File: src/rtl/fetch_debug_pkg.sv
// Shared encodings for the fetch/debug controller: states, command bytes,
// bus widths and the default halt instruction.
`timescale 1ns/1ps
package fetch_debug_pkg;

    localparam int LEN    = 32;
    localparam int ADDR_W = 11;

    localparam logic [LEN-1:0] HALT_WORD_DEFAULT    = 32'hFFFF_FFFF;
    localparam int             DRAIN_CYCLES_DEFAULT = 4;

    // Single-byte commands received over the UART
    localparam logic [7:0] CMD_LOAD = 8'h4C;  // 'L'
    localparam logic [7:0] CMD_CONT = 8'h43;  // 'C'
    localparam logic [7:0] CMD_STEP = 8'h53;  // 'S'
    localparam logic [7:0] CMD_NEXT = 8'h4E;  // 'N'

    typedef enum logic [2:0] {
        ST_IDLE     = 3'd0,
        ST_LOAD     = 3'd1,
        ST_WAIT_CMD = 3'd2,
        ST_RUN      = 3'd3,
        ST_STEP     = 3'd4,
        ST_DRAIN    = 3'd5,
        ST_DONE     = 3'd6
    } state_t;

endpackage

File: src/rtl/fetch_debug_ctrl_if.sv
// Bus bundle between the controller, the UART receiver, instruction memory
// and the pipeline.
//
// Handshake: i_rx_valid is a one-cycle strobe with no back-pressure; the
// controller samples i_rx_data on every cycle i_rx_valid is high, including
// back-to-back cycles. o_mem_we is likewise a one-cycle strobe qualifying
// o_mem_addr/o_mem_data. o_state is the live FSM state for observation.
`timescale 1ns/1ps
interface fetch_debug_ctrl_if;
    import fetch_debug_pkg::*;

    logic [7:0]        i_rx_data;
    logic              i_rx_valid;
    logic [LEN-1:0]    i_instruction;
    logic              o_mem_we;
    logic [ADDR_W-1:0] o_mem_addr;
    logic [LEN-1:0]    o_mem_data;
    logic              o_pipe_en;
    logic              o_pc_hold;
    logic              o_pipe_rst_n;
    logic              o_done;
    logic [2:0]        o_state;

    // Controller side
    modport slave (
        input  i_rx_data, i_rx_valid, i_instruction,
        output o_mem_we, o_mem_addr, o_mem_data, o_pipe_en, o_pc_hold,
               o_pipe_rst_n, o_done, o_state
    );

    // Environment side (UART, fetch stage, memory)
    modport master (
        output i_rx_data, i_rx_valid, i_instruction,
        input  o_mem_we, o_mem_addr, o_mem_data, o_pipe_en, o_pc_hold,
               o_pipe_rst_n, o_done, o_state
    );

endinterface

File: src/rtl/fetch_debug_ctrl_byte_word_assembler.sv
// Packs a byte stream (MSB first) into LEN-bit words. The word-valid pulse
// is combinational with the 4th byte; the caller registers it.
`timescale 1ns/1ps
module byte_word_assembler
    import fetch_debug_pkg::*;
(
    input  logic           clk_i,
    input  logic           clr_i,
    input  logic [7:0]     byte_i,
    input  logic           byte_valid_i,
    output logic           word_valid_o,
    output logic [LEN-1:0] word_o
);

    logic [1:0]     count_q, count_d;
    logic [LEN-9:0] shift_q, shift_d;

    // Shift in each accepted byte and count position within the word
    always_comb begin
        count_d = count_q;
        shift_d = shift_q;
        if (byte_valid_i) begin
            count_d = count_q + 2'd1;
            shift_d = {shift_q[LEN-17:0], byte_i};
        end
    end

    assign word_valid_o = byte_valid_i && (count_q == 2'd3);
    assign word_o       = {shift_q, byte_i};

    // Counter and partial word; clear drops any half-received word
    always_ff @(posedge clk_i) begin
        if (clr_i) begin
            count_q <= 2'd0;
            shift_q <= '0;
        end else begin
            count_q <= count_d;
            shift_q <= shift_d;
        end
    end

endmodule

File: src/rtl/fetch_debug_ctrl.sv
// Debug controller for the MIPS fetch stage: loads a program from the UART
// into instruction memory, then runs the pipeline continuously or one cycle
// per 'N', and drains the pipeline once the halt word is fetched.
`timescale 1ns/1ps
module fetch_debug_ctrl
    import fetch_debug_pkg::*;
#(
    parameter logic [LEN-1:0] HALT_WORD    = HALT_WORD_DEFAULT,
    parameter int             DRAIN_CYCLES = DRAIN_CYCLES_DEFAULT
) (
    input  logic               i_clk,
    input  logic               i_rst,
    fetch_debug_ctrl_if.slave  bus
);

    localparam int                DCW       = (DRAIN_CYCLES < 1) ? 1 : $clog2(DRAIN_CYCLES + 1);
    localparam logic [ADDR_W-1:0] ADDR_LAST = '1;

    state_t            state_q, state_d;
    logic [ADDR_W-1:0] addr_q, addr_d;
    logic [DCW-1:0]    drain_q, drain_d;

    logic              mem_we_q, mem_we_d;
    logic [ADDR_W-1:0] mem_addr_q, mem_addr_d;
    logic [LEN-1:0]    mem_data_q, mem_data_d;
    logic              pipe_en_q, pipe_en_d;
    logic              pc_hold_q, pc_hold_d;
    logic              pipe_rst_n_q, pipe_rst_n_d;
    logic              done_q, done_d;

    logic              rx_load, rx_cont, rx_step, rx_next;
    logic              halt_hit, step_pulse;
    logic              asm_valid, asm_clr, word_valid;
    logic [LEN-1:0]    word;

    assign rx_load = bus.i_rx_valid && (bus.i_rx_data == CMD_LOAD);
    assign rx_cont = bus.i_rx_valid && (bus.i_rx_data == CMD_CONT);
    assign rx_step = bus.i_rx_valid && (bus.i_rx_data == CMD_STEP);
    assign rx_next = bus.i_rx_valid && (bus.i_rx_data == CMD_NEXT);

    // A halt only counts when the pipeline actually advanced on it
    assign halt_hit = pipe_en_q && (bus.i_instruction == HALT_WORD);

    // Only LOAD feeds bytes to the assembler; entering LOAD starts a fresh word
    assign asm_valid = bus.i_rx_valid && (state_q == ST_LOAD);
    assign asm_clr   = !i_rst || ((state_d == ST_LOAD) && (state_q != ST_LOAD));

    byte_word_assembler u_asm (
        .clk_i        (i_clk),
        .clr_i        (asm_clr),
        .byte_i       (bus.i_rx_data),
        .byte_valid_i (asm_valid),
        .word_valid_o (word_valid),
        .word_o       (word)
    );

    // Next state, counters, memory write and registered output values
    always_comb begin
        state_d    = state_q;
        addr_d     = addr_q;
        drain_d    = drain_q;
        mem_we_d   = 1'b0;
        mem_addr_d = mem_addr_q;
        mem_data_d = mem_data_q;
        step_pulse = 1'b0;

        case (state_q)
            ST_IDLE: begin
                if (rx_load) begin
                    state_d = ST_LOAD;
                    addr_d  = '0;
                end
            end
            ST_LOAD: begin
                if (word_valid) begin
                    mem_we_d   = 1'b1;
                    mem_addr_d = addr_q;
                    mem_data_d = word;
                    // The last address is terminal: leave LOAD rather than wrap
                    if ((word == HALT_WORD) || (addr_q == ADDR_LAST)) begin
                        state_d = ST_WAIT_CMD;
                    end else begin
                        addr_d = addr_q + ADDR_W'(1);
                    end
                end
            end
            ST_WAIT_CMD: begin
                if (rx_load) begin
                    state_d = ST_LOAD;
                    addr_d  = '0;
                end else if (rx_cont) begin
                    state_d = ST_RUN;
                end else if (rx_step) begin
                    state_d = ST_STEP;
                end
            end
            ST_RUN: begin
                if (halt_hit) begin
                    state_d = ST_DRAIN;
                    drain_d = DCW'(DRAIN_CYCLES);
                end
            end
            ST_STEP: begin
                if (halt_hit) begin
                    state_d = ST_DRAIN;
                    drain_d = DCW'(DRAIN_CYCLES);
                end else if (rx_next) begin
                    step_pulse = 1'b1;
                end
            end
            ST_DRAIN: begin
                // Leave on the edge where the count reaches zero so DRAIN
                // lasts exactly DRAIN_CYCLES cycles
                if (drain_q <= DCW'(1)) begin
                    state_d = ST_DONE;
                    drain_d = '0;
                end else begin
                    drain_d = drain_q - DCW'(1);
                end
            end
            ST_DONE: begin
                if (rx_load) begin
                    state_d = ST_LOAD;
                    addr_d  = '0;
                end
            end
            default: state_d = ST_IDLE;
        endcase

        // RUN enables from its second cycle on; the halt transition keeps the
        // enable high straight into DRAIN so there is no bubble
        pipe_en_d    = (state_q == ST_RUN) || (state_d == ST_DRAIN) || step_pulse;
        pc_hold_d    = (state_d == ST_DRAIN);
        done_d       = (state_d == ST_DONE);
        pipe_rst_n_d = !((state_d == ST_IDLE) || (state_d == ST_LOAD));
    end

    // State, counters and all outputs are registered
    always_ff @(posedge i_clk) begin
        if (!i_rst) begin
            state_q      <= ST_IDLE;
            addr_q       <= '0;
            drain_q      <= '0;
            mem_we_q     <= 1'b0;
            mem_addr_q   <= '0;
            mem_data_q   <= '0;
            pipe_en_q    <= 1'b0;
            pc_hold_q    <= 1'b0;
            pipe_rst_n_q <= 1'b0;
            done_q       <= 1'b0;
        end else begin
            state_q      <= state_d;
            addr_q       <= addr_d;
            drain_q      <= drain_d;
            mem_we_q     <= mem_we_d;
            mem_addr_q   <= mem_addr_d;
            mem_data_q   <= mem_data_d;
            pipe_en_q    <= pipe_en_d;
            pc_hold_q    <= pc_hold_d;
            pipe_rst_n_q <= pipe_rst_n_d;
            done_q       <= done_d;
        end
    end

    assign bus.o_mem_we     = mem_we_q;
    assign bus.o_mem_addr   = mem_addr_q;
    assign bus.o_mem_data   = mem_data_q;
    assign bus.o_pipe_en    = pipe_en_q;
    assign bus.o_pc_hold    = pc_hold_q;
    assign bus.o_pipe_rst_n = pipe_rst_n_q;
    assign bus.o_done       = done_q;
    assign bus.o_state      = state_q;

endmodule

File: src/flat_wrapper.sv
// flat-port wrapper written by rule: the top's interface ports become plain ports
module fetch_debug_ctrl_flat import fetch_debug_pkg::*;
#(
    parameter logic [LEN-1:0] HALT_WORD    = HALT_WORD_DEFAULT,
    parameter int             DRAIN_CYCLES = DRAIN_CYCLES_DEFAULT
)
  (i_clk, i_rst, bus_i_rx_data, bus_i_rx_valid, bus_i_instruction, bus_o_mem_we, bus_o_mem_addr, bus_o_mem_data, bus_o_pipe_en, bus_o_pc_hold, bus_o_pipe_rst_n, bus_o_done, bus_o_state);
  fetch_debug_ctrl_if bus_i ();
  input  logic i_clk;
  input  logic i_rst;
  input wire logic [$bits(bus_i.i_rx_data)-1:0] bus_i_rx_data;
  input wire logic [$bits(bus_i.i_rx_valid)-1:0] bus_i_rx_valid;
  input wire logic [$bits(bus_i.i_instruction)-1:0] bus_i_instruction;
  output wire logic [$bits(bus_i.o_mem_we)-1:0] bus_o_mem_we;
  output wire logic [$bits(bus_i.o_mem_addr)-1:0] bus_o_mem_addr;
  output wire logic [$bits(bus_i.o_mem_data)-1:0] bus_o_mem_data;
  output wire logic [$bits(bus_i.o_pipe_en)-1:0] bus_o_pipe_en;
  output wire logic [$bits(bus_i.o_pc_hold)-1:0] bus_o_pc_hold;
  output wire logic [$bits(bus_i.o_pipe_rst_n)-1:0] bus_o_pipe_rst_n;
  output wire logic [$bits(bus_i.o_done)-1:0] bus_o_done;
  output wire logic [$bits(bus_i.o_state)-1:0] bus_o_state;
  assign bus_i.i_rx_data = bus_i_rx_data;
  assign bus_i.i_rx_valid = bus_i_rx_valid;
  assign bus_i.i_instruction = bus_i_instruction;
  assign bus_o_mem_we = bus_i.o_mem_we;
  assign bus_o_mem_addr = bus_i.o_mem_addr;
  assign bus_o_mem_data = bus_i.o_mem_data;
  assign bus_o_pipe_en = bus_i.o_pipe_en;
  assign bus_o_pc_hold = bus_i.o_pc_hold;
  assign bus_o_pipe_rst_n = bus_i.o_pipe_rst_n;
  assign bus_o_done = bus_i.o_done;
  assign bus_o_state = bus_i.o_state;
  fetch_debug_ctrl #(.HALT_WORD(HALT_WORD), .DRAIN_CYCLES(DRAIN_CYCLES)) u_core (.i_clk(i_clk), .i_rst(i_rst), .bus(bus_i));
endmodule
File: config.mk
export PLATFORM = sky130hd
export DESIGN_NAME = fetch_debug_ctrl_flat
export DESIGN_NICKNAME = d
export VERILOG_FILES = /design/src/rtl/fetch_debug_pkg.sv /design/src/rtl/fetch_debug_ctrl_if.sv /design/src/rtl/fetch_debug_ctrl_byte_word_assembler.sv /design/src/rtl/fetch_debug_ctrl.sv /design/src/flat_wrapper.sv
export SDC_FILE = /design/constraint.sdc
export NUM_CORES = 1
export LEC_CHECK = 0
export CAP_MARGIN = 25
export CORE_MARGIN = 2
export CORE_UTILIZATION = 52
export DETAILED_ROUTE_END_ITERATION = 7
export GPL_TIMING_DRIVEN = 0
export HOLD_SLACK_MARGIN = 0.05
export PLACE_DENSITY = 0.81
export SLEW_MARGIN = 20
export SYNTH_ARGS = -nofsm -noshare
export SYNTH_HDL_FRONTEND = slang
export SYNTH_SLANG_ARGS = --single-unit
File: constraint.sdc
create_clock -name i_clk -period 5.32 [get_ports i_clk]
set_input_delay 0.532 -clock i_clk [delete_from_list [all_inputs] [get_ports i_clk]]
set_output_delay 0.532 -clock i_clk [all_outputs]
set_load 0.02 [all_outputs]
[After elaboration in Yosys (flattened, before gate mapping)]
Index checks and enable logic that the tools add are counted.
Operators by class
  $add $sub $neg: 3
  order comparisons: 1
  eq/ne operators: 22
  muxes and demuxes: 20
  reductions and logical operators: 26
Operators with widths (number)
  32-bit equality test, second input constant: 2
  11-bit two-way mux: 3
  8-bit by 7-bit equality test with 1-bit output, second input constant: 4
  3-bit two-way mux: 10
  11-bit one-hot mux with 2 select lines: 1
  3-bit equality test, second input constant: 5
  3-bit one-hot mux with 5 select lines: 1
  11-bit by 1-bit adder with 11-bit output, second input constant: 1
  11-bit equality test, second input constant: 1
  1-bit logical AND: 8
  3-bit by 1-bit equality test with 1-bit output, second input constant: 2
  3-bit by 2-bit equality test with 1-bit output, second input constant: 2
  3-bit logical NOT: 2
  3-bit one-hot mux with 2 select lines: 1
  2-bit AND reduction: 3
  1-bit logical OR: 5
  1-bit two-way mux: 4
  2-bit by 1-bit inequality test with 1-bit output, second input constant: 2
  2-bit inequality test, second input constant: 2
  4-bit AND reduction: 1
  2-bit nonzero test: 2
  2-bit OR reduction: 2
  3-bit by 1-bit <= comparator with 1-bit output, second input constant: 1
  3-bit by 1-bit inequality test with 1-bit output, second input constant: 1
  5 further kinds: 6
Storage, ports and cells
  bits in registers: 91
  output and inout port bits: 51

[Logic depth before layout (Yosys ltp)]
  depth after elaboration: 9
  depth in mapped cells: 9
  depth with buffers taken out: 8

[Cells and area by module]
Synthesis repeated with hierarchy kept, for this count alone.
Second synthesis, totals
  cells, all modules: 462
  area, all modules: 4057.6 um2
By module, submodules not included
  fetch_debug_ctrl: times used 1, cells an instance 368, area an instance 3034.2 um2, seq. area each 1301.2 um2
  byte_word_assembler: times used 1, cells an instance 94, area an instance 1023.5 um2, seq. area each 520.5 um2

[Worst setup path after synthesis]
OpenSTA, ideal clock, no wires.
  kind: in2reg
  start point: input port bus_i_rx_data[7]
  end point: register u_core.addr_q[9]
  library setup time: 0.070 ns
  data arrival time: 2.053 ns
  data required time: 5.250 ns
  slack: 3.197 ns
  stages on the path: 5
  path buffers: 0
  path through: or4b_4 > nor4b_4 > a31oi_4 > or4_1 > a21oi_1
Between the ends
  word-level cells in the longest chain between the ends: 4
RTL lines
  from (decl): RTL line flat_wrapper.sv:11  | input wire logic [$bits(bus_i.i_rx_data)-1:0] bus_i_rx_data;
  32-bit equality test or 8-bit by 7-bit equality test with 1-bit output (tied branches): RTL line fetch_debug_ctrl.sv:80, fetch_debug_ctrl.sv:36
  1-bit logical OR or 1-bit logical AND (tied branches): RTL line fetch_debug_ctrl.sv:80, fetch_debug_ctrl.sv:36
  2-bit inequality test (no source line) or 2-bit by 1-bit inequality test with 1-bit output (tied branches)
  4-bit AND reduction (no source line) *
  to (signal assigned): RTL line fetch_debug_ctrl.sv:153  | addr_q <= addr_d;
  to (decl): RTL line fetch_debug_ctrl.sv:20  | logic [ADDR_W-1:0] addr_q, addr_d;
Mark *: on every way between the ends. The rest lies on a longest branch, timed or not.
A chain may end at the register's enable or synchronous reset.

[Worst setup path after layout]
  start point: input port bus_i_rx_data[1]
  end point: register u_core.addr_q[1]
Same word-level chain as after synthesis.

==> results.cfg <==
[floorplan]
initial_utilization_pct = 53.9
die_h_um = 87.9
die_w_um = 87.9
die_area_um2 = 7730
io_pins = 94
core-area_um2 = 6790
num_rows = 30

[synthesis]
netlist_area_um2 = 3660
synth_edf_count = 0
seq_area_frac_synth_pct = 49.7
ys_async_sr_fraction_pct = 0
netlist_instances = 460
ys_ff_latch = 91
ys_types = 41
synth-warning-count = 0
syn_area_per_cell_um2 = 7.96
syn_nets = 507
ys.flop_type = dfxtp_1

[layout]
layoutNonFillerInstCount = 664
drive_above_1_share_pct = 4.93
final_nets = 611
area_delta_synth_final_pct = 33.9
final_common_cell = nand2_1
insertedDiodeCount = 0
final_cell_mix = 143 x nand2_1, 93 x clkdlybuf4s50_1, 91 x dfxtp_1, 80 x a21oi_1, 18 x nand4_1

[detailed_routing]
first_pass_iters = 5
drtAntennaViolNets = 0
finalWirelength_mm = 9.26
dr_total_vias = 3570
drc_errors = 0
wl_per_cell_um = 13.9
drt_iter0_drc = 267
routed_via_density = 5.38

[worst_setup_path]
crit_slowest_cell = clkdlybuf4s50_1
worstPathArrival_ps = 2800
path_max_fanout = 10
cp_top_family = simple AND/OR/NAND/NOR gates
worst_setup_path_end_kind = register
worst_setup_path_start_kind = primary input
cp.required_ps = 5580
setup.worst_path.class = in2reg
path_buf_inv = 2
crit_chain = clkdlybuf4s50_1, nand4_1, nor4_1, nand2_1, a31oi_4, buf_4, mux2i_1, nor2_1
crit_path_max_incr_delay_ps = 620

[global_route]
grt_pass1_wl_mm = 15.5
grt_pass1_vias = 3341
antenna_found_initial = 0
track_usage_pct = 25.7
overflow = 0
grt_max_degree = 16

[run]
cap_violations = 0

[clocking]
cts_root_buf = clkbuf_8
clkLatencyLatePin_ps = 360
postCtsSetupBuffers = 0
cts_tree = built
numClockSinks = 91
clk_path_buf_depth = 2
ctsResizeCount = 0
cts_hold_buf = 0
numCtsBuffers = 9
clkSlewWorstSetupHoldPaths_ps = 90
htreeDepth = 3

[worst_hold_path]
hp-class = reg2reg

[timing]
worstMarginPinSlew_ps = 673
fmax_mhz = 393
grt_setup_unrepaired = no
worst_clock_skew_ps = 10.2
period_minus_slack_ps = 2540
setup_viol = 0
min_period_over_period_pct = 47.8
hold_violations = 0
slew_headroom_pct = 55.1
drv_slew = 0
fin_setup_tns_ps = 0

[place]
portBuffers = 93
gp_congestion = 0.913
hpwl_mm = 6.98
place_inst = 649

[power_and_ir_drop]
vdd_drop_max_mv = 0.196
powerDensity_nw_per_um2 = 244
power.leakage_uw = 0.00159

[status]
status = completed
-- Yosys cell counts (all sizes together) (2+ instances only) --
cell | n | area share (%)
a211oi | 2 | 0.41
and3 | 2 | 0.34
or3 | 7 | 1.2
nand2b | 6 | 1.0
nand3 | 6 | 0.82
nand4 | 18 | 3.1
nor4 | 8 | 1.4
and4 | 2 | 0.48
nor3 | 6 | 0.82
a21oi | 80 | 11
or2 | 2 | 0.34
nand3b | 2 | 0.41
inv | 10 | 1.0
or4 | 2 | 0.41
a31oi | 4 | 1.1
o32ai | 2 | 0.48
nand2 | 143 | 15
nor2 | 9 | 0.92
buf | 8 | 1.3
o21bai | 2 | 0.41
clkbuf | 17 | 1.7
nand4b | 3 | 0.72
o21ai | 10 | 1.4
nor2b | 2 | 0.34
dfxtp | 91 | 50
and2 | 2 | 0.34
ha | 4 | 1.4
-- registers in the layout, indices dropped and copies added, names as in the netlist, 2 cells and up --
name and cells:
u_core.addr_q 11, u_core.bus.o_mem_data 32, u_core.bus.o_mem_addr 11, u_core.u_asm.shift_q 24
u_core.drain_q 3, u_core.bus.o_state 3, u_core.u_asm.count_q 2
-- per-stage QoR --
stage                     power [µW]  hold WS [ps]  area [µm²]  setup WS [ps]  util (%)
final                           1200           456        4900           2780      72.2
after global routing            1240           474        4900           2640      72.2
after CTS                       1200           457        4900           2760      72.2
after detailed placement         752           446        4710           2390      69.4
after global placement           752           443        4710           2490      69.4
after floorplan                  711           440        3660           3200         -
-- report_power, final --
part / internal, µW / total [µW] / leakage [µW] / switching, µW
registers: 680 / 681 / 0.000732 / 0.123
clock network: 216 / 459 / 0.0000959 / 243
logic: 31.5 / 56.2 / 0.000764 / 24.7
total: 928 / 1200 / 0.00159 / 268
-- worst register-to-register path: cells and delay by family (launching register included) --
family / cells / cell delay [ps]
buf+inv: 3 / 580
compound gates: 1 / 260
flops: 1 / 450
simple gates: 4 / 670
mux: 1 / 210
-- cells by family (layout without fill, tap and decap cells) --
logic type	count (synthesis)	count (layout)	share of synthesized area, %
compound gates	103	103	15.3
xor+xnor	2	2	0.478
fa+ha+maj	4	4	1.37
buf+inv	35	143	4.03
flops	91	91	49.7
mux	1	1	0.273
simple gates	224	224	28.8
-- cell type report --
cell class	count	area, µm²
tap	96	120
buffer	25	110
clock inverter	6	65.1
multi-input combinational	334	1690
inverter	10	37.5
sequential	91	1820
timing repair buffer	93	931
fill	540	1890
clock buffer	9	124
-- layer usage --
metal	up-vias	part of all wire (%)	track usage, %
met5	-	0	0
met4	0	1.9	8.95
met3	20	5.9	5.00
met2	128	50	42.6
met1	1641	43	33.5
li1	1781	-	-
-- worst paths after layout --
path                                          start                                endpoint  slack [ps]  cells after the start
max reg2reg        u_core.bus.o_state[2]$_SDFF_PN0_           u_core.addr_q[1]$_SDFFE_PN0P_        3050                      9
min reg2reg  u_core.bus.o_mem_data[27]$_SDFFE_PN0P_  u_core.bus.o_mem_data[27]$_SDFFE_PN0P_         460                      2
min          u_core.bus.o_mem_data[27]$_SDFFE_PN0P_  u_core.bus.o_mem_data[27]$_SDFFE_PN0P_         460                      2
max                                bus_i_rx_data[1]           u_core.addr_q[1]$_SDFFE_PN0P_        2780                      8
(Power assumes the default switching activity.)
==> RTL edit (same settings) <==
Set the package constant `ADDR_W` to 12 (it was 11).
--- a/src/rtl/fetch_debug_pkg.sv
+++ b/src/rtl/fetch_debug_pkg.sv
@@ -6,3 +6,3 @@
     localparam int LEN    = 32;
-    localparam int ADDR_W = 11;
+    localparam int ADDR_W = 12;
 
Interface: changed (resized bus_o_mem_addr); port bits go from 94 to 95. No check against the original RTL was run, so the function may have changed too.
==> RTL edit against the original RTL <==
- total power grew 4.0%
- combinational power up 5.0%
- hold slack about the same
- sequential power up 2%
- critical path type unchanged
- synthesized cell count unchanged
- critical path depth fell by 1
- setup slack worse by 120 ps
- area after synthesis is 6.0% higher
- sequential share of layout area is 1.1 points lower
- routed wire length increased by 12%
- final area rose by 5.2%
- largest cell class is now multi-input gates
- sequential cell count is 2 higher
- clock skew increased by 2.8 ps
==> RTL edit: results (changes against the original RTL) <==
* Status: finished, final reports clean
* Total Routing Usage GR at 25.9% (+0.21 points)
* Post-synthesis average cell area at 8.44 µm² (+6.0%)
* Met3 Wirelength at 804 µm (+47%)
* Met3 usage in global routing at 7.35% (+2.4 points)
* Worst slack at placement at 2320 ps (-75.2 ps)
* Number of global-route vias before repair at 3495 (+4.6%)
* First DRT Iteration DRCs at 266 (-0.37%)
* Placement-stage cell area at 4950 µm² (+5.0%)
* Area contributors post-synth: dfxtp_1, nand2_1, mux2i_1
* Post-Route M1 WL at 4520 µm (+15%)
* Unique masters post-synth at 43 (+4.9%)
* Minimum clock period at 2670 ps (+124 ps)
* Reg2reg path depth at 8 (-1)
* Port Buffers at 94 (+1.1%)
* Routed len/inst at 15.5 µm (+11%)
* R2r setup slk at 2810 ps (-240 ps)
* Met1 usage in global routing at 33.2% (-0.28 points)
* Peak supply drop at 0.145 mV (-26%)
* First-pass GRT wire length at 17100 µm (+10%)
* Non-Filler Instances at 669 (+0.75%)
* Origin of the worst setup path: bus_i_rx_data[0]
* Sequential share of the synthesized area at 47.9% (-1.8 points)
* Reg2reg end: u_core.addr_q[4]$_SDFFE_PN0P_
* CP Capture Point: u_core.addr_q[6]$_SDFFE_PN0P_
* DP Cell Count at 653 (+0.62%)
* Worst clock skew at 13.0 ps (+2.76 ps)
* Worst-margin pin slew at 720 ps (+47.0 ps)
* Hold path startpoint: u_core.bus.o_mem_addr[0]$_SDFFE_PN0P_
* Crit path DAT at 2920 ps (+120 ps)
* Total number of vias at 3694 (+3.5%)
## RTL edit: cell count changes after synthesis, sizes merged, moves of 7 or more
| cell | unedited run | this run |
|---|---|---|
| nand4 | 18 | 26 |
| mux2i | 1 | 26 |
| xnor2 | 1 | 8 |
| nor2 | 9 | 53 |
| nand2 | 143 | 98 |
| a21oi | 80 | 49 |
## RTL edit: worst min path at each step
stage	slack (ps)	endpoint
2_1_floorplan	440	u_core.bus.o_mem_data[31]$_SDFFE_PN0P_
3_3_place_gp	440	u_core.bus.o_mem_addr[3]$_SDFFE_PN0P_
3_5_place_dp	450	u_core.bus.o_mem_data[6]$_SDFFE_PN0P_
4_1_cts	460	u_core.bus.o_mem_addr[5]$_SDFFE_PN0P_
5_1_grt	470	u_core.bus.o_mem_data[17]$_SDFFE_PN0P_
6_report	460	u_core.bus.o_mem_addr[0]$_SDFFE_PN0P_
## RTL edit: worst max-delay path: stages
cell and delay [ps]:
clkdlybuf4s50_1 690, nand4_1 140, or4_4 550, nor4_4 530, and4bb_2 310, xnor2_1 130
nor2_1 50
## RTL edit: layout make-up
class | instances | area [µm²]
fillers | 579 | 2090
flip-flops and latches | 93 | 1860
clock inverters | 5 | 58.8
repair buffers | 94 | 941
well taps | 99 | 124
multi-input cells | 337 | 1880
inverters | 7 | 26.3
clock buffers | 11 | 151
plain buffers | 23 | 111
## RTL edit: cell families after synthesis
logic type	Yosys count	share of synthesized area (%)
mux	26	6.70
flops	93	47.9
xor+xnor	10	2.26
compound gates	71	10.2
fa+ha+maj	4	1.29
simple gates	226	28.1
buf+inv	30	3.54
## RTL edit: power breakdown
part / internal, mW / switching [mW] / total [mW]
sequential: 0.695 / 0.000112 / 0.696
combinational: 0.0333 / 0.0257 / 0.0590
clock: 0.243 / 0.246 / 0.489
